File: src/rtl/com_bus_arbiter_if.sv
// com_bus_arbiter_if
// Bundles the request/grant wiring between the cache controllers and the
// common-bus arbiter.
//   Com_Bus_Req_proc   proc-side requests, one per DL/IL controller (level)
//   Com_Bus_Req_snoop  snoop-side writeback/flush requests (level)
//   Mem_snoop_req      lower-level memory request on the snoop path (level)
//   Com_Bus_Gnt_proc   one-hot-or-zero proc grant
//   Com_Bus_Gnt_snoop  one-hot-or-zero snoop grant
//   Mem_snoop_gnt      memory snoop grant, never together with Com_Bus_Gnt_snoop
//   Bus_busy           a proc transaction owns or is releasing the bus
//   Arb_err            sticky hold-limit violation flag
// The master modport is the requester side; the slave modport is the arbiter.
interface com_bus_arbiter_if #(
  parameter int NUM_REQ = 8
);
  logic [NUM_REQ-1:0] Com_Bus_Req_proc;
  logic [NUM_REQ-1:0] Com_Bus_Req_snoop;
  logic               Mem_snoop_req;
  logic [NUM_REQ-1:0] Com_Bus_Gnt_proc;
  logic [NUM_REQ-1:0] Com_Bus_Gnt_snoop;
  logic               Mem_snoop_gnt;
  logic               Bus_busy;
  logic               Arb_err;

  modport master (
    output Com_Bus_Req_proc, Com_Bus_Req_snoop, Mem_snoop_req,
    input  Com_Bus_Gnt_proc, Com_Bus_Gnt_snoop, Mem_snoop_gnt, Bus_busy, Arb_err
  );

  modport slave (
    input  Com_Bus_Req_proc, Com_Bus_Req_snoop, Mem_snoop_req,
    output Com_Bus_Gnt_proc, Com_Bus_Gnt_snoop, Mem_snoop_gnt, Bus_busy, Arb_err
  );
endinterface

File: src/rtl/com_bus_arbiter.sv
// com_bus_arbiter
// Common-bus arbiter for the 4-core MESI cache subsystem. Two grant domains
// run side by side:
//   proc domain  - round-robin over NUM_REQ processor-side requesters
//   snoop domain - fixed priority (lowest index first, memory last), only
//                  arbitrating while a proc transaction owns the bus
// A proc owner holding the bus for MAX_HOLD consecutive cycles sets the
// sticky Arb_err flag.
// Ports:
//   clk    clock, all state changes on posedge
//   rst_n  asynchronous active-low reset
//   bus    com_bus_arbiter_if.slave (requests in, registered grants out)
module com_bus_arbiter #(
  parameter int NUM_REQ  = 8,
  parameter int MAX_HOLD = 64,
  parameter int HOLD_W   = 16
) (
  input  logic              clk,
  input  logic              rst_n,
  com_bus_arbiter_if.slave  bus
);

  localparam int PTR_W = (NUM_REQ > 1) ? $clog2(NUM_REQ) : 1;
  localparam logic [PTR_W-1:0]  PTR_RESET = PTR_W'(NUM_REQ - 1);
  localparam logic [HOLD_W-1:0] HOLD_MAX  = HOLD_W'(MAX_HOLD);
  localparam logic [HOLD_W-1:0] HOLD_ONE  = HOLD_W'(1);

  typedef enum logic [1:0] {P_IDLE, P_GRANT, P_RELEASE} proc_state_t;
  typedef enum logic       {S_IDLE, S_GRANT} snoop_state_t;

  proc_state_t        p_state;
  snoop_state_t       s_state;
  logic [PTR_W-1:0]   rr_ptr;
  logic [HOLD_W-1:0]  hold_cnt;
  logic [NUM_REQ-1:0] gnt_proc_q;
  logic [NUM_REQ-1:0] gnt_snoop_q;
  logic               mem_gnt_q;
  logic               busy_q;
  logic               err_q;

  logic               rr_found;
  logic [PTR_W-1:0]   rr_winner;
  logic               sn_found;
  logic [PTR_W-1:0]   sn_winner;
  logic               proc_held;
  logic               snoop_held;

  // Round-robin pick: first set request scanning upward from the slot after
  // the last winner, wrapping modulo NUM_REQ, so the previous owner is
  // considered last.
  always_comb begin
    int               cand;
    logic [PTR_W-1:0] cand_idx;
    rr_found  = 1'b0;
    rr_winner = rr_ptr;
    cand      = 0;
    cand_idx  = '0;
    for (int k = 1; k <= NUM_REQ; k++) begin
      cand     = (int'(rr_ptr) + k) % NUM_REQ;
      cand_idx = PTR_W'(cand);
      if (!rr_found && bus.Com_Bus_Req_proc[cand_idx]) begin
        rr_found  = 1'b1;
        rr_winner = cand_idx;
      end
    end
  end

  // Fixed-priority snoop pick: scanning from the top down leaves the lowest
  // set index as the winner. Memory is only considered when no snoop
  // requester is asking.
  always_comb begin
    sn_found  = 1'b0;
    sn_winner = '0;
    for (int i = NUM_REQ - 1; i >= 0; i--) begin
      if (bus.Com_Bus_Req_snoop[i]) begin
        sn_found  = 1'b1;
        sn_winner = PTR_W'(i);
      end
    end
  end

  // An owner keeps its grant only while its own request bit stays high;
  // requests on other indices never affect a held grant.
  always_comb begin
    proc_held  = |(bus.Com_Bus_Req_proc & gnt_proc_q);
    snoop_held = (|(bus.Com_Bus_Req_snoop & gnt_snoop_q)) |
                 (mem_gnt_q & bus.Mem_snoop_req);
  end

  // Proc-domain FSM. The hold counter is loaded with 1 on the grant edge so
  // it equals the number of cycles the grant has been visible; Arb_err rises
  // on the edge it reaches MAX_HOLD. After a release the bus sits in
  // P_RELEASE for at least one dead cycle, and longer if a snoop transfer
  // started under this owner is still running.
  always_ff @(posedge clk or negedge rst_n) begin
    if (!rst_n) begin
      p_state    <= P_IDLE;
      rr_ptr     <= PTR_RESET;
      hold_cnt   <= '0;
      gnt_proc_q <= '0;
      busy_q     <= 1'b0;
      err_q      <= 1'b0;
    end else begin
      unique case (p_state)
        P_IDLE: begin
          if (rr_found) begin
            gnt_proc_q <= NUM_REQ'(1) << rr_winner;
            rr_ptr     <= rr_winner;
            hold_cnt   <= HOLD_ONE;
            busy_q     <= 1'b1;
            p_state    <= P_GRANT;
          end
        end
        P_GRANT: begin
          if (proc_held) begin
            if (hold_cnt < HOLD_MAX) begin
              hold_cnt <= hold_cnt + HOLD_ONE;
            end
            if (hold_cnt == HOLD_MAX - HOLD_ONE) begin
              err_q <= 1'b1;
            end
          end else begin
            gnt_proc_q <= '0;
            hold_cnt   <= '0;
            p_state    <= P_RELEASE;
          end
        end
        P_RELEASE: begin
          if (s_state == S_IDLE) begin
            busy_q  <= 1'b0;
            p_state <= P_IDLE;
          end
        end
        default: begin
          p_state <= P_IDLE;
        end
      endcase
    end
  end

  // Snoop-domain FSM. New snoop grants are only issued while a proc owner is
  // in P_GRANT, but an active snoop grant runs to completion even if the
  // proc side releases underneath it. Returning to S_IDLE costs one dead
  // cycle before the next snoop grant.
  always_ff @(posedge clk or negedge rst_n) begin
    if (!rst_n) begin
      s_state     <= S_IDLE;
      gnt_snoop_q <= '0;
      mem_gnt_q   <= 1'b0;
    end else begin
      unique case (s_state)
        S_IDLE: begin
          if (p_state == P_GRANT) begin
            if (sn_found) begin
              gnt_snoop_q <= NUM_REQ'(1) << sn_winner;
              s_state     <= S_GRANT;
            end else if (bus.Mem_snoop_req) begin
              mem_gnt_q <= 1'b1;
              s_state   <= S_GRANT;
            end
          end
        end
        S_GRANT: begin
          if (!snoop_held) begin
            gnt_snoop_q <= '0;
            mem_gnt_q   <= 1'b0;
            s_state     <= S_IDLE;
          end
        end
        default: begin
          s_state <= S_IDLE;
        end
      endcase
    end
  end

  // All outputs come straight from registers.
  assign bus.Com_Bus_Gnt_proc  = gnt_proc_q;
  assign bus.Com_Bus_Gnt_snoop = gnt_snoop_q;
  assign bus.Mem_snoop_gnt     = mem_gnt_q;
  assign bus.Bus_busy          = busy_q;
  assign bus.Arb_err           = err_q;

endmodule

File: src/flat_wrapper.sv
// flat-port wrapper written by rule: the top's interface ports become plain ports
module com_bus_arbiter_flat 
#(
  parameter int NUM_REQ  = 8,
  parameter int MAX_HOLD = 64,
  parameter int HOLD_W   = 16
)
  (clk, rst_n, bus_Com_Bus_Req_proc, bus_Com_Bus_Req_snoop, bus_Mem_snoop_req, bus_Com_Bus_Gnt_proc, bus_Com_Bus_Gnt_snoop, bus_Mem_snoop_gnt, bus_Bus_busy, bus_Arb_err);
  com_bus_arbiter_if #(.NUM_REQ(NUM_REQ)) bus_i ();
  input  logic clk;
  input  logic rst_n;
  input wire logic [$bits(bus_i.Com_Bus_Req_proc)-1:0] bus_Com_Bus_Req_proc;
  input wire logic [$bits(bus_i.Com_Bus_Req_snoop)-1:0] bus_Com_Bus_Req_snoop;
  input wire logic [$bits(bus_i.Mem_snoop_req)-1:0] bus_Mem_snoop_req;
  output wire logic [$bits(bus_i.Com_Bus_Gnt_proc)-1:0] bus_Com_Bus_Gnt_proc;
  output wire logic [$bits(bus_i.Com_Bus_Gnt_snoop)-1:0] bus_Com_Bus_Gnt_snoop;
  output wire logic [$bits(bus_i.Mem_snoop_gnt)-1:0] bus_Mem_snoop_gnt;
  output wire logic [$bits(bus_i.Bus_busy)-1:0] bus_Bus_busy;
  output wire logic [$bits(bus_i.Arb_err)-1:0] bus_Arb_err;
  assign bus_i.Com_Bus_Req_proc = bus_Com_Bus_Req_proc;
  assign bus_i.Com_Bus_Req_snoop = bus_Com_Bus_Req_snoop;
  assign bus_i.Mem_snoop_req = bus_Mem_snoop_req;
  assign bus_Com_Bus_Gnt_proc = bus_i.Com_Bus_Gnt_proc;
  assign bus_Com_Bus_Gnt_snoop = bus_i.Com_Bus_Gnt_snoop;
  assign bus_Mem_snoop_gnt = bus_i.Mem_snoop_gnt;
  assign bus_Bus_busy = bus_i.Bus_busy;
  assign bus_Arb_err = bus_i.Arb_err;
  com_bus_arbiter #(.NUM_REQ(NUM_REQ), .MAX_HOLD(MAX_HOLD), .HOLD_W(HOLD_W)) u_core (.clk(clk), .rst_n(rst_n), .bus(bus_i));
endmodule
File: config.mk
export PLATFORM = sky130hd
export DESIGN_NAME = com_bus_arbiter_flat
export DESIGN_NICKNAME = d
export VERILOG_FILES = /design/src/rtl/com_bus_arbiter_if.sv /design/src/rtl/com_bus_arbiter.sv /design/src/flat_wrapper.sv
export SDC_FILE = /design/constraint.sdc
export NUM_CORES = 1
export LEC_CHECK = 0
export CORE_MARGIN = 4
export CORE_UTILIZATION = 35
export CTS_CLUSTER_DIAMETER = 30
export DETAILED_ROUTE_END_ITERATION = 8
export MAX_ROUTING_LAYER = met4
export PLACE_DENSITY = 0.64
export SLEW_MARGIN = 20
export SYNTH_ARGS = -nofsm -noshare
export SYNTH_HDL_FRONTEND = slang
export SYNTH_SLANG_ARGS = --single-unit
File: constraint.sdc
create_clock -name clk -period 3.1 [get_ports clk]
set_input_delay 0.465 -clock clk [delete_from_list [all_inputs] [get_ports clk]]
set_output_delay 0.465 -clock clk [all_outputs]
set_load 0.05 [all_outputs]
* Yosys cells after proc, flatten, opt, wreduce, memory -nomap -nowiden
Cells that the tools add are included.
Word-level totals: register bits 41, logic and storage cells 149
Cells by class: add/sub/neg operators 9, $lt $le $gt $ge 9, eq/ne operators 12, shifts and indexed selects 2, mux-type cells 76, bitwise logic cells 5, reduce and logical (&&, ||, !) cells 27
Operator list (number):
- 2-to-1 mux 16 bit | 3
- 2-to-1 mux 3 bit | 16
- 2-to-1 mux 8 bit | 5
- 2-to-1 mux 1 bit | 34
- < comparator 3 x 4 -> 1 bit (second input constant) | 8
- one-hot mux 16 bit (2 select lines) | 1
- one-hot mux 8 bit (2 select lines) | 2
- binary-select mux 1 bit (select 3 bit) | 8
- AND reduction 3 bit | 6
- adder 16 x 1 -> 16 bit (second input constant) | 1
- bitwise AND 8 bit | 2
- equality test 16 x 6 -> 1 bit (second input constant) | 1
- < comparator 16 x 7 -> 1 bit (second input constant) | 1
- OR reduction 8 bit | 2
- << shifter 1 x 3 -> 8 bit (first input constant) | 2
- adder 3 bit (second input constant) | 4
- != test 2 bit (second input constant) | 6
- logical AND 1 bit | 7
- logical NOT 1 bit | 7
- adder 3 x 1 -> 3 bit (second input constant) | 2
- adder 3 x 2 -> 3 bit (second input constant) | 2
- 2-to-1 mux 2 bit | 3
- one-hot mux 1 bit (2 select lines) | 3
- one-hot mux 2 bit (3 select lines) | 1
- other kinds (11) | 13

* Depth between registers and ports, before layout
Gate-level depths: netlist of run 1.
depth after elaboration 28, mapped depth 12, gate-level depth less buffers 9

* Worst setup path after synthesis of run 1
No wires, ideal clock.
kind register -> register, start reg u_core.rr_ptr[0], end reg u_core.gnt_proc_q[2], in the netlist u_core.bus.Com_Bus_Gnt_proc[2], library setup time 136 ps, data arrival time 3219 ps, required time 2964 ps, setup slack -255 ps, cell stages (with the launch flop) 10, path buffers 1, clock period less this slack 3355 ps, cells stage by stage dfstp_2 buf_6 inv_1 ha_1 mux4_1 mux2i_1 o21ai_0 o41a_2 a21boi_0 o31ai_1
Between the ends: word-level cells in the longest chain between the ends 28, elaborated cells on any way between the ends 59, those cells by class add/sub (8); eq/ne (1); shift (1); mux (34); reduce/logical (15)
Ends and longest elaborated chain:
- from (decl) | RTL line com_bus_arbiter.sv:33 | logic [PTR_W-1:0] rr_ptr;
- from (signal assigned) | RTL line com_bus_arbiter.sv:108 | rr_ptr <= rr_winner;
- adder 3 x 1 -> 3 bit | RTL line com_bus_arbiter.sv:59 | cand = (int'(rr_ptr) + k) % NUM_REQ;
- binary-select mux 1 bit (select 3 bit) | RTL line com_bus_arbiter.sv:61 | if (!rr_found && bus.Com_Bus_Req_proc[cand_idx]) begin
- 2-to-1 mux 1 bit (not written as such) | RTL line com_bus_arbiter.sv:61
- 2-to-1 mux 1 bit | RTL line com_bus_arbiter.sv:61
- logical NOT 1 bit | RTL line com_bus_arbiter.sv:61
- logical AND 1 bit | RTL line com_bus_arbiter.sv:61
- 2-to-1 mux 1 bit | RTL line com_bus_arbiter.sv:61
- logical NOT 1 bit | RTL line com_bus_arbiter.sv:61
- [12 not listed]
- logical AND 1 bit | RTL line com_bus_arbiter.sv:61
- 2-to-1 mux 1 bit | RTL line com_bus_arbiter.sv:61
- logical NOT 1 bit | RTL line com_bus_arbiter.sv:61
- logical AND 1 bit | RTL line com_bus_arbiter.sv:61
- 2-to-1 mux 3 bit | RTL line com_bus_arbiter.sv:61
- << shifter 1 x 3 -> 8 bit | RTL line com_bus_arbiter.sv:107 | gnt_proc_q <= NUM_REQ'(1) << rr_winner;
- 2-to-1 mux 8 bit | RTL line com_bus_arbiter.sv:106 | if (rr_found) begin
- one-hot mux 8 bit (2 select lines) | RTL line com_bus_arbiter.sv:104 | unique case (p_state)
- to (signal assigned) | RTL line com_bus_arbiter.sv:107
- to (decl) | RTL line com_bus_arbiter.sv:35 | logic [NUM_REQ-1:0] gnt_proc_q;
Parallel ways exist; a longest one is shown, timed or not. The select of a mux whose other input is x is not followed. A chain may end at the register's enable or synchronous reset.

* Final worst setup path of run 1
start reg u_core.rr_ptr[1], end reg u_core.gnt_proc_q[3], in the netlist u_core.bus.Com_Bus_Gnt_proc[3]
The elaborated chain is that of the path after synthesis.

==> results.rst, run 1 <==
.. list-table::
   :header-rows: 1

   * - Metric
     - Value
   * - Start point of the critical path
     - u_core.rr_ptr[1]
   * - Worst EP arrival
     - 3.28 ns
   * - All-Layer GR Usage
     - between 10% and 20%
   * - Crit path top cell by count
     - sky130_fd_sc_hd__or3_4
   * - Post-route DRC violation count
     - 0
   * - Y dimension of the die
     - between 100 and 150 um
   * - Largest fanout on the critical path
     - 6
   * - End-of-flow core utilization
     - about half
   * - Overflow left after global routing
     - 0
   * - Total detailed-routing wirelength
     - between 8000 and 9000 um
   * - Wire per inst
     - 16.9 um
   * - Filler cell count
     - about 760
   * - Number of flops mapped to enable cells by yosys
     - 0
   * - Slew HR
     - around 40%
   * - Critical R2R Launch
     - u_core.rr_ptr[1]
   * - Number of top-level design ports
     - 38
   * - Area growth from synthesis to final layout
     - 35.5%
   * - Number of antenna violations at the first check in global routing
     - 0
   * - Syn Inst Count
     - roughly 320
   * - Clock sink total
     - between 40 and 50
   * - Post-layout net count
     - 419
   * - Number of standard-cell rows in the floorplan
     - 33
   * - Slowest cell on crit path
     - sky130_fd_sc_hd__dfstp_2
   * - Proportion of layout cells with a drive suffix above 1
     - between 20% and 30%
   * - Critical path startpoint category
     - flop
   * - Measured slew at the worst slew-check pin
     - approximately 0.90 ns
   * - Syn_nets
     - approximately 350
   * - Total count of hold-check failures in the final report
     - 0
   * - Hold-fix buffers at CTS
     - 0
   * - Vias per Instance
     - 5.65
   * - Final-layout setup total negative slack
     - 0 ns
   * - Count of antenna diodes in the layout
     - 0
   * - Cell at the root of the clock tree
     - sky130_fd_sc_hd__clkbuf_8
   * - Seq. cell area
     - roughly 1000 um^2
   * - Post-synthesis cell type count
     - 62
   * - Core region area
     - a little over 8000 um^2
   * - Power density over the cells
     - between 1000 and 1500 nW/um^2
   * - Tcrit/Tclk final
     - between 90 and 100%
   * - Initial drt markers
     - 187
   * - Register bit total from synthesis
     - 41
   * - RSZ-0062 raised after global routing
     - true
   * - YS warnings
     - 0
   * - Clock network latency to the later pin of the worst-skew pair
     - between 0.2 and 0.3 ns
   * - Hold crit path type
     - primary input to async pin
   * - Critical path endpoint category
     - flop
   * - Total Die Area
     - 10100 um^2
   * - Cell class contributing the biggest share of worst-path delay
     - simple AND/OR/NAND/NOR gates
   * - Final Skew
     - approximately 0.0066 ns
   * - Power Total
     - ~5 mW
   * - Instance area at placement
     - between 3000 and 4000 um^2
   * - Number of levels the H-tree was split into
     - 2
   * - Final design instance area without fill
     - 4070 um^2
   * - Via count of the first global-routing pass
     - 2691
   * - Most frequently used flop master after synthesis
     - sky130_fd_sc_hd__dfrtp_1
   * - FFs w/ async S/R, synth
     - 100%
   * - Initial standard-cell utilization of the core
     - ~36%
   * - Number of standard cells in the layout, taps in and fillers out
     - between 500 and 600
   * - CTS tree
     - yes
   * - Sequential fraction of the synthesis area
     - between 30 and 40%
   * - Start-to-end type of the worst setup path
     - flop to flop
   * - Number of iterations in the first detailed-routing pass
     - 4
   * - Highest ir drop seen on vdd
     - about 0.47 mV
   * - Placed Cells incl. Taps
     - just under 500
   * - Number of nets still failing antenna checks after routing
     - 0
   * - Max Root-Sink Buffers
     - 2
   * - Count of endpoints failing setup in the final report
     - 0
   * - Top achievable clock speed
     - 0.325 GHz
   * - Crit-path max cell delay
     - between 0.5 and 0.6 ns
   * - Number of buffer and inverter stages on the critical path
     - 2
   * - Pin count of the biggest net entering global routing
     - 42
   * - # port buffers
     - 37
   * - Weighted congestion at the end of routability-driven global placement
     - around 0.9
   * - Run status
     - completed
   * - Average instance area after synthesis
     - between 9 and 10 um^2
   * - Max-slew violation total from the final report
     - 0
   * - Cell Area, Synth
     - around 3000 um^2
   * - Global-route wire length before repair
     - between 10000 and 15000 um
   * - Vias
     - between 2000 and 3000
   * - Clock-pin slew reported for the worst setup and hold paths after clock tree synthesis
     - 0.08 ns
   * - Total clock buffers created by CTS
     - 5
   * - CP required
     - roughly 3.3 ns
   * - DP HPWL
     - between 6000 and 7000 um
   * - Cell-by-cell listing of the critical path
     - inv_2 -> ha_4 -> buf_4 -> mux2i_1 -> mux4_2 -> or3_4 -> a31o_4 -> and3_4 -> or3_4 -> o31ai_4
   * - Min Clock Period, post-route
     - slightly above 3 ns
   * - Die extent in x
     - around 100 um
   * - Multi-input gate area
     - 2020 um^2
   * - Max Cap Violations
     - 0
   * - Leak pwr
     - ~1.7 nW
==> what timing repair did <==
action / 4_1_cts / 5_1_grt
buffers inserted: 0 / 7
gates resized for setup: 6 / 34
pin swaps: 0 / 8
endpoints found under the hold margin: 0 / 0
endpoints found under the setup margin: 6 / 23
==> flip-flops by register name (all words and copies together) (netlist names) <==
| name | count |
|---|---|
| u_core.hold_cnt | 16 |
| u_core.p_state | 2 |
| u_core.s_state | 1 |
| u_core.rr_ptr | 3 |
| u_core.bus.Arb_err | 1 |
| u_core.bus.Mem_snoop_gnt | 1 |
| u_core.bus.Com_Bus_Gnt_proc | 8 |
| u_core.bus.Com_Bus_Gnt_snoop | 8 |
| u_core.bus.Bus_busy | 1 |
==> cells by family after synthesis <==
kind of cell / after synthesis / share of synthesized area (%)
compound gates: 93 / 22.2
xor+xnor: 7 / 2.04
fa+ha+maj: 3 / 1.25
buf+inv: 24 / 4.37
flops: 41 / 34.3
mux: 27 / 15.1
simple gates: 128 / 20.8
==> per-stage QoR <==
stage                     hold slack, ns  setup slack [ns]
final                              0.291            0.0277
after global routing               0.364           -0.0509
after CTS                          0.321            0.0116
after detailed placement           0.487            -0.186
after global placement             0.486            -0.111
after floorplan                    0.169            0.0370
==> metal layers <==
layer / vias up / GRT usage [%] / wire length (um)
met3: 12 / 2.21 / 414
met1: 1368 / 23.2 / 3830
met2: 85 / 26.2 / 4150
met5: - / - / 0
li1: 1379 / - / -
met4: 0 / 4.66 / 127
==> cells in the final DEF (no fill, tap or decap), drive strengths merged, types with 3 or more instances in the layout <==
cell type,instances
buf,44
nand2,40
dfrtp,38
clkdlybuf4s50,36
nor2,30
o21ai,16
a21oi,15
o31ai,15
inv,12
mux4,12
and3,10
mux2i,9
nor3,9
a22oi,8
nand3,8
nand4,7
nand2b,7
mux2,6
a31oi,5
clkbuf,5
a22o,5
xor2,4
a21boi,4
and2,4
nor4,3
nor2b,3
o21bai,3
xnor2,3
dfstp,3
a32o,3
ha,3
==> Yosys cell counts (3+ instances only) <==
master | instances | area share (%)
sky130_fd_sc_hd__clkbuf_1 | 3 | 0.37
sky130_fd_sc_hd__a21oi_1 | 15 | 2.5
sky130_fd_sc_hd__a22oi_1 | 8 | 2.0
sky130_fd_sc_hd__o21ai_0 | 15 | 2.5
sky130_fd_sc_hd__nand3_1 | 8 | 1.3
sky130_fd_sc_hd__nor4_1 | 3 | 0.63
sky130_fd_sc_hd__o31ai_1 | 15 | 3.8
sky130_fd_sc_hd__o21bai_1 | 3 | 0.75
sky130_fd_sc_hd__nand2b_1 | 7 | 1.5
sky130_fd_sc_hd__a21boi_0 | 4 | 1.0
sky130_fd_sc_hd__mux4_1 | 6 | 5.2
sky130_fd_sc_hd__nand2_1 | 40 | 5.0
sky130_fd_sc_hd__and3_1 | 9 | 1.9
sky130_fd_sc_hd__dfstp_2 | 3 | 2.6
sky130_fd_sc_hd__nor2_1 | 30 | 3.8
sky130_fd_sc_hd__xor2_1 | 4 | 1.2
sky130_fd_sc_hd__nor2b_1 | 3 | 0.63
sky130_fd_sc_hd__ha_1 | 3 | 1.3
sky130_fd_sc_hd__nor3_1 | 9 | 1.5
sky130_fd_sc_hd__mux2_2 | 6 | 2.2
sky130_fd_sc_hd__xnor2_1 | 3 | 0.88
sky130_fd_sc_hd__mux2i_1 | 9 | 3.0
sky130_fd_sc_hd__nand4_1 | 7 | 1.5
sky130_fd_sc_hd__inv_1 | 11 | 1.4
sky130_fd_sc_hd__a32o_1 | 3 | 1.0
sky130_fd_sc_hd__a22o_2 | 4 | 1.3
sky130_fd_sc_hd__mux4_2 | 5 | 3.8
sky130_fd_sc_hd__dfrtp_1 | 38 | 32
sky130_fd_sc_hd__a31oi_1 | 5 | 1.0
sky130_fd_sc_hd__clkbuf_2 | 3 | 0.50
==> final cells by class <==
| type | count | area share [%] |
|---|---|---|
| inverters | 11 | 1.01 |
| clock inverters | 3 | 1.69 |
| multi-input cells | 258 | 49.8 |
| repair buffers | 80 | 17.3 |
| well taps | 105 | 3.23 |
| flip-flops and latches | 41 | 25.3 |
| clock buffers | 5 | 1.69 |
==> final timing paths <==
kind,endpoint,slack [ns],cells after the start
setup / recovery,u_core.bus.Com_Bus_Gnt_proc[3],0.03,10
hold / removal,u_core.hold_cnt[10],0.29,1
setup reg to reg,u_core.bus.Com_Bus_Gnt_proc[3],0.03,10
hold reg to reg,u_core.bus.Arb_err,0.50,2
max in group asynchronous,u_core.bus.Com_Bus_Gnt_snoop[5],2.25,1
min in group clk,u_core.bus.Arb_err,0.50,2
==> where the power goes <==
group	total (mW)	switching, mW	internal (mW)	leakage (nW)
registers	0.757	0.106	0.652	0.541
logic	3.66	1.99	1.67	1.12
clock network	0.518	0.193	0.324	0.0687
total	4.94	2.29	2.65	1.73
(Power assumes the default switching activity.)
==> inputs of run 2 (changes only) <==
--- a/config.mk
+++ b/config.mk
@@ -6,11 +6,11 @@
 export NUM_CORES = 1
 export LEC_CHECK = 0
 export CORE_MARGIN = 4
-export CORE_UTILIZATION = 35
+export CORE_UTILIZATION = 51
 export CTS_CLUSTER_DIAMETER = 30
 export DETAILED_ROUTE_END_ITERATION = 8
 export MAX_ROUTING_LAYER = met4
-export PLACE_DENSITY = 0.64
+export PLACE_DENSITY = 0.84
 export SLEW_MARGIN = 20
 export SYNTH_ARGS = -nofsm -noshare
 export SYNTH_HDL_FRONTEND = slang
==> results.rst, run 2 (synthesis gave the netlist of run 1 again) <==
.. list-table::
   :header-rows: 1

   * - Metric
     - Value
   * - # port buffers
     - 37 (unchanged)
   * - Clock sink total
     - 41 (unchanged)
   * - Clock share of power
     - 10.0% (-0.5 points)
   * - Largest fanout on the critical path
     - 8 (+2)
   * - Vias
     - 2914 (+2.5%)
   * - Cell-by-cell listing of the critical path
     - inv_1 -> ha_4 -> mux4_2 -> mux2i_2 -> nor3_1 -> a21oi_2 -> a21oi_2 -> or3_1 -> o31ai_1
   * - Leak pwr
     - 1.62 nW (-6.2%)
   * - Final-layout setup total negative slack
     - 0 ns (unchanged)
   * - Total clock buffers created by CTS
     - 5 (unchanged)
   * - Max Cap Violations
     - 0 (unchanged)
   * - Max Root-Sink Buffers
     - 2 (unchanged)
   * - Power Total
     - 4.36 mW (-12%)
   * - Slowest cell on crit path
     - sky130_fd_sc_hd__mux4_2
   * - Min Clock Period, post-route
     - 3.01 ns (-0.0638 ns)
   * - Final Skew
     - 0.0147 ns (+0.00802 ns)
   * - Number of iterations in the first detailed-routing pass
     - 6 (+2)
   * - Count of antenna diodes in the layout
     - 0 (unchanged)
   * - Pin count of the biggest net entering global routing
     - 42 (unchanged)
   * - CTS tree
     - yes
   * - Initial standard-cell utilization of the core
     - 53.5% (+17 points)
   * - Critical path startpoint category
     - flop
   * - Area growth from synthesis to final layout
     - 26.3%
   * - Start-to-end type of the worst setup path
     - flop to flop
   * - Placed Cells incl. Taps
     - 447 (-8.4%)
   * - Wire per inst
     - 17.7 um (+4.8%)
   * - Largest register by flop count
     - u_core.hold_cnt
   * - PnR worst setup slack
     - 0.0915 ns (+0.0638 ns)
   * - Number of antenna violations at the first check in global routing
     - 0 (unchanged)
   * - Number of top-level design ports
     - 38 (unchanged)
   * - Switching power
     - 2.10 mW (-8.5%)
   * - Highest ir drop seen on vdd
     - 0.559 mV (+18%)
   * - Clock-pin slew reported for the worst setup and hold paths after clock tree synthesis
     - 0.09 ns (about the same)
   * - Weighted congestion at the end of routability-driven global placement
     - 0.895 (-2.9%)
   * - Global-route wire length before repair
     - 13400 um (-0.36%)
   * - Overflow left after global routing
     - 0 (unchanged)
   * - Filler cell count
     - 442 (-41%)
   * - Internal Pwr Total
     - 2.27 mW (-14%)
   * - Final design instance area without fill
     - 3790 um^2 (-6.8%)
   * - Y dimension of the die
     - 84.7 um (-16%)
   * - CP required
     - 3.31 ns (about the same)
   * - Multi-input gate area
     - 1920 um^2 (-5.1%)
   * - DP HPWL
     - 5950 um (-3.3%)
   * - Vias per Instance
     - 6.38 (+13%)
   * - Clock network latency to the later pin of the worst-skew pair
     - 0.30 ns (about the same)
   * - All-Layer GR Usage
     - 23.4% (+6.5 points)
   * - Number of flip-flops in the largest register
     - 16 (unchanged)
   * - Fraction of power consumed by sequential logic
     - 17.9% (+2.6 points)
   * - Measured slew at the worst slew-check pin
     - 0.882 ns (-0.0162 ns)
   * - Hold crit path type
     - primary input to async pin
   * - Run status
     - completed
   * - Post-route DRC violation count
     - 0 (unchanged)
   * - Instance area at placement
     - 3590 um^2 (-3.1%)
   * - Total detailed-routing wirelength
     - 8110 um (-4.8%)
   * - Number of standard-cell rows in the floorplan
     - 27 (-18%)
   * - Cell at the root of the clock tree
     - sky130_fd_sc_hd__clkbuf_8
   * - Proportion of layout cells with a drive suffix above 1
     - 22.1% (-5.3 points)
   * - Slew HR
     - 41.2% (+1.1 points)
   * - Crit path top cell by count
     - sky130_fd_sc_hd__a21oi_2
   * - Number of nets still failing antenna checks after routing
     - 0 (unchanged)
   * - Max-slew violation total from the final report
     - 0 (unchanged)
   * - Total count of hold-check failures in the final report
     - 0 (unchanged)
   * - Crit-path max cell delay
     - 0.63 ns (+0.09 ns)
   * - Critical path endpoint category
     - flop
   * - Leading cell types in the layout, fill and taps excluded
     - sky130_fd_sc_hd__nand2_1 (40), sky130_fd_sc_hd__dfrtp_1 (38), sky130_fd_sc_hd__clkdlybuf4s50_1 (36)
   * - Top achievable clock speed
     - 0.332 GHz (+2.1%)
   * - Placement-stage worst setup slack
     - -0.178 ns (+0.00764 ns)
   * - Number of standard cells in the layout, taps in and fillers out
     - 457 (-9.1%)
   * - Number of levels the H-tree was split into
     - 2 (unchanged)
   * - Worst EP arrival
     - 3.21 ns (-0.07 ns)
   * - Via count of the first global-routing pass
     - 2787 (+3.6%)
   * - Core region area
     - 5610 um^2 (-32%)
   * - Tcrit/Tclk final
     - 97.0% (-2.1 points)
   * - Post-layout net count
     - 406 (-3.1%)
   * - Power density over the cells
     - 1150 nW/um^2 (-5.2%)
   * - Initial drt markers
     - 220 (+18%)
   * - Count of endpoints failing setup in the final report
     - 0 (unchanged)
   * - Seq. cell area
     - 1030 um^2 (unchanged)
   * - Total Die Area
     - 7180 um^2 (-29%)
   * - Share of total power consumed by net switching
     - 48.0% (+1.7 points)
   * - Leading cell type in the layout, fill and taps excluded
     - sky130_fd_sc_hd__nand2_1
   * - Combinational power share
     - 72.1% (-2.1 points)
   * - Hold-fix buffers at CTS
     - 0 (unchanged)
   * - Die extent in x
     - 84.7 um (-16%)
-- run 2: critical path, delay by kind of cell (launching register included) --
family,cells,cell delay [ns]
muxes,2,0.92
and+or+nand+nor,2,0.48
DFF,1,0.53
buffers and inverters,1,0.07
adders and majority gates,1,0.35
AOI/OAI and AO/OA,3,0.57
-- run 2: through the flow --
step / utilization (%) / hold slack, ns
after global placement: 64.0 / 0.460
after CTS: 66.1 / 0.303
after global routing: 67.6 / 0.338
after floorplan: - / 0.169
after detailed placement: 64.0 / 0.466
final: 67.6 / 0.271
-- run 2: power by group through the flow --
stage	logic (mW)	clock network (mW)	registers [mW]
finish	3.15	0.435	0.780
global route	3.38	0.471	0.794
CTS	2.88	0.446	0.771
detailed placement	2.85	0	0.777
global placement	2.80	0	0.773
floorplan	1.91	0	0.863
-- run 2: path summary, 6_finish.rpt --
check	startpoint	endpoint	slack, ns	cells after the start
max in group asynchronous	rst_n	u_core.bus.Com_Bus_Gnt_proc[3]	2.25	1
worst min-delay path	rst_n	u_core.hold_cnt[10]	0.27	1
min in group clk	u_core.bus.Arb_err	u_core.bus.Arb_err	0.48	2
worst max-delay path	u_core.rr_ptr[1]	u_core.bus.Com_Bus_Gnt_proc[7]	0.09	9
worst min register to register	u_core.bus.Arb_err	u_core.bus.Arb_err	0.48	2
worst max register to register	u_core.rr_ptr[1]	u_core.bus.Com_Bus_Gnt_proc[7]	0.09	9
-- run 2: timing repair --
item | CTS | global route
pin swaps | 0 | 6
gates cloned | 0 | 0
gates resized for setup | 1 | 19
setup buffers | 0 | 2
endpoints found under the setup margin | 2 | 18
-- run 2: area by class of cell --
cell class                      instances  share of cell area [%]
Multi-Input combinational cell        258                    50.7
Inverter                               11                    1.09
Clock inverter                          3                    1.16
Sequential cell                        41                    27.2
Clock buffer                            5                    1.82
Timing Repair Buffer                   67                    15.7
Tap cell                               72                    2.38
-- run 2: per-layer routing --
metal	vias up	wire length, um	GRT usage (%)
met5	-	0	-
met4	0	135	6.76
met3	11	501	3.24
met2	135	4000	38.1
met1	1420	3480	30.5
li1	1348	-	-
==> inputs of run 3 (changes only) <==
--- a/config.mk
+++ b/config.mk
@@ -6,11 +6,12 @@
 export NUM_CORES = 1
 export LEC_CHECK = 0
 export CORE_MARGIN = 4
-export CORE_UTILIZATION = 51
+export CORE_UTILIZATION = 40
 export CTS_CLUSTER_DIAMETER = 30
 export DETAILED_ROUTE_END_ITERATION = 8
 export MAX_ROUTING_LAYER = met4
-export PLACE_DENSITY = 0.84
+export PLACE_DENSITY = 0.7
+export SKIP_LAST_GASP = 1
 export SLEW_MARGIN = 20
 export SYNTH_ARGS = -nofsm -noshare
 export SYNTH_HDL_FRONTEND = slang
==> results.rst, run 3 (synthesis gave the netlist of run 1 again) <==
.. list-table::
   :header-rows: 1

   * - Metric
     - Value
   * - Number of levels the H-tree was split into
     - 2 (unchanged)
   * - Max Root-Sink Buffers
     - 2 (unchanged)
   * - Cell at the root of the clock tree
     - sky130_fd_sc_hd__clkbuf_8
   * - DP HPWL
     - 6090 um (+2.4%)
   * - Slowest cell on crit path
     - sky130_fd_sc_hd__dfstp_2
   * - CP required
     - 3.31 ns (about the same)
   * - Total clock buffers created by CTS
     - 5 (unchanged)
   * - Number of top-level design ports
     - 38 (unchanged)
   * - Initial drt markers
     - 184 (-16%)
   * - Hold crit path type
     - primary input to async pin
   * - Via count of the first global-routing pass
     - 2702 (-3.0%)
   * - Start-to-end type of the worst setup path
     - flop to flop
   * - Number of standard-cell rows in the floorplan
     - 31 (+15%)
   * - Measured slew at the worst slew-check pin
     - 0.889 ns (+0.00684 ns)
   * - Power density over the cells
     - 1150 nW/um^2 (-0.38%)
   * - Largest fanout on the critical path
     - 5 (-3)
   * - Clock-pin slew reported for the worst setup and hold paths after clock tree synthesis
     - 0.09 ns (about the same)
   * - Tcrit/Tclk final
     - 98.8% (+1.7 points)
   * - Wire per inst
     - 17.3 um (-2.8%)
   * - Area growth from synthesis to final layout
     - 28.9%
   * - Count of antenna diodes in the layout
     - 0 (unchanged)
   * - Overflow left after global routing
     - 0 (unchanged)
   * - Core region area
     - 7290 um^2 (+30%)
   * - Max-slew violation total from the final report
     - 0 (unchanged)
   * - Vias
     - 2854 (-2.1%)
   * - Power Total
     - 4.43 mW (+1.7%)
   * - Cell class contributing the biggest share of worst-path delay
     - simple AND/OR/NAND/NOR gates
   * - RSZ-0062 raised after global routing
     - true
   * - Pin count of the biggest net entering global routing
     - 42 (unchanged)
   * - Number of flip-flops in the largest register
     - 16 (unchanged)
   * - Initial standard-cell utilization of the core
     - 41.2% (-12 points)
   * - Global-route wire length before repair
     - 13300 um (-0.51%)
   * - Slew HR
     - 40.7% (-0.46 points)
   * - Number of nets still failing antenna checks after routing
     - 0 (unchanged)
   * - Leading cell types in the layout, fill and taps excluded
     - sky130_fd_sc_hd__nand2_1 (39), sky130_fd_sc_hd__dfrtp_1 (38), sky130_fd_sc_hd__clkdlybuf4s50_1 (36)
   * - Critical path startpoint category
     - flop
   * - Top achievable clock speed
     - 0.327 GHz (-1.7%)
   * - Critical path endpoint category
     - flop
   * - Number of iterations in the first detailed-routing pass
     - 4 (-2)
   * - Y dimension of the die
     - 94.6 um (+12%)
   * - Final Skew
     - 0.00902 ns (-0.00565 ns)
   * - Clock sink total
     - 41 (unchanged)
   * - Placed Cells incl. Taps
     - 471 (+5.4%)
   * - Min Clock Period, post-route
     - 3.06 ns (+0.0534 ns)
   * - Number of antenna violations at the first check in global routing
     - 0 (unchanged)
   * - All-Layer GR Usage
     - 19.4% (-4.0 points)
   * - Leading cell type in the layout, fill and taps excluded
     - sky130_fd_sc_hd__nand2_1
   * - Hold WS
     - 0.277 ns (+0.00581 ns)
   * - Hold-fix buffers at CTS
     - 0 (unchanged)
   * - Clock network latency to the later pin of the worst-skew pair
     - 0.30 ns (about the same)
   * - Run status
     - completed
   * - Total detailed-routing wirelength
     - 8390 um (+3.4%)
   * - Cell-by-cell listing of the critical path
     - inv_2 -> ha_4 -> clkbuf_4 -> mux2i_1 -> mux4_2 -> or3_4 -> a31o_4 -> and3_4 -> or3_4 -> o31ai_2
   * - Post-layout net count
     - 408 (+0.49%)
   * - Total count of hold-check failures in the final report
     - 0 (unchanged)
   * - Vias per Instance
     - 5.87 (-7.9%)
   * - Proportion of layout cells with a drive suffix above 1
     - 24.5% (+2.5 points)
   * - Weighted congestion at the end of routability-driven global placement
     - 0.969 (+8.3%)
   * - Largest register by flop count
     - u_core.hold_cnt
   * - Worst EP arrival
     - 3.28 ns (+0.07 ns)
   * - Count of endpoints failing setup in the final report
     - 0 (unchanged)
   * - Crit path top cell by count
     - sky130_fd_sc_hd__or3_4
   * - Crit-path max cell delay
     - 0.54 ns (-0.09 ns)
   * - Max Cap Violations
     - 0 (unchanged)
   * - # port buffers
     - 37 (unchanged)
   * - Post-route DRC violation count
     - 0 (unchanged)
   * - Number of buffer and inverter stages on the critical path
     - 2 (+1)
   * - Die extent in x
     - 94.6 um (+12%)
   * - Number of standard cells in the layout, taps in and fillers out
     - 486 (+6.3%)
   * - Filler cell count
     - 708 (+60%)
   * - CTS tree
     - yes
   * - Total Die Area
     - 8960 um^2 (+25%)
   * - Final-layout setup total negative slack
     - 0 ns (unchanged)
   * - Leak pwr
     - 1.62 nW (about the same)
   * - Highest ir drop seen on vdd
     - 0.485 mV (-13%)
run 3: cell types whose count changed in the layout (fill, tap and decap cells not counted), sizes merged:
cell and change:
bufinv -1, clkinvlp +1, inv -1, buf +1, clkbuf +1, clkinv +1
run 3: power by group:
group          switching [mW]  total (mW)  internal (mW)
Combinational            1.84        3.30           1.46
Clock                   0.197       0.353          0.156
Sequential              0.131       0.783          0.652
Total                    2.17        4.43           2.27
run 3: repair_timing:
| item | 4_1_cts | 5_1_grt |
|---|---|---|
| buffers inserted | 3 | 4 |
| resized for setup | 2 | 29 |
| pin swaps | 1 | 7 |
| cloned | 0 | 0 |
| setup endpoints to repair | 7 | 14 |
run 3: final timing paths:
path / cells past startpoint / to / slack (ns) / startpoint
worst max-delay path: 10 / u_core.bus.Com_Bus_Gnt_proc[3] / 0.04 / u_core.rr_ptr[0]
worst min-delay path: 1 / u_core.hold_cnt[10] / 0.28 / rst_n
worst max register to register: 10 / u_core.bus.Com_Bus_Gnt_proc[3] / 0.04 / u_core.rr_ptr[0]
worst min register to register: 2 / u_core.bus.Arb_err / 0.51 / u_core.bus.Arb_err
max in group asynchronous: 1 / u_core.hold_cnt[1] / 2.25 / rst_n
min in group clk: 2 / u_core.bus.Arb_err / 0.51 / u_core.bus.Arb_err
run 3: cell type report:
cell class | instances | area, um^2 | share of cell area (%)
Sequential cell | 41 | 1030 | 26.6
Clock inverter | 3 | 17.5 | 0.453
Timing Repair Buffer | 69 | 606 | 15.6
Multi-Input combinational cell | 258 | 1980 | 51.2
Tap cell | 99 | 124 | 3.20
Inverter | 11 | 41.3 | 1.07
Clock buffer | 5 | 68.8 | 1.78
run 3: worst reg2reg max path, stage by stage (launching register included):
cell                       delay, ns
sky130_fd_sc_hd__dfstp_2        0.54
sky130_fd_sc_hd__inv_2          0.07
sky130_fd_sc_hd__ha_4           0.25
sky130_fd_sc_hd__clkbuf_4       0.17
sky130_fd_sc_hd__mux2i_1        0.15
sky130_fd_sc_hd__mux4_2         0.49
sky130_fd_sc_hd__or3_4          0.36
sky130_fd_sc_hd__a31o_4         0.25
sky130_fd_sc_hd__and3_4         0.18
sky130_fd_sc_hd__or3_4          0.34
sky130_fd_sc_hd__o31ai_2        0.18
run 3: stage by stage:
stage	area, um^2	worst slack, ns	utilization [%]
2_1_floorplan	3020	0.0370	-
3_3_place_gp	3600	-0.0533	49.4
3_5_place_dp	3600	-0.161	49.4
4_1_cts	3720	0.0109	51.1
5_1_grt	3870	-0.0493	53.1
6_report	3870	0.0381	53.1
run 3: metal layers:
metal / vias to the layer above / GRT usage (%) / share of wire [%]
met2: 108 / 30.7 / 48
met4: 0 / 6.01 / 1.5
li1: 1356 / - / -
met3: 12 / 2.71 / 5.9
met5: - / - / 0
met1: 1378 / 25.8 / 45
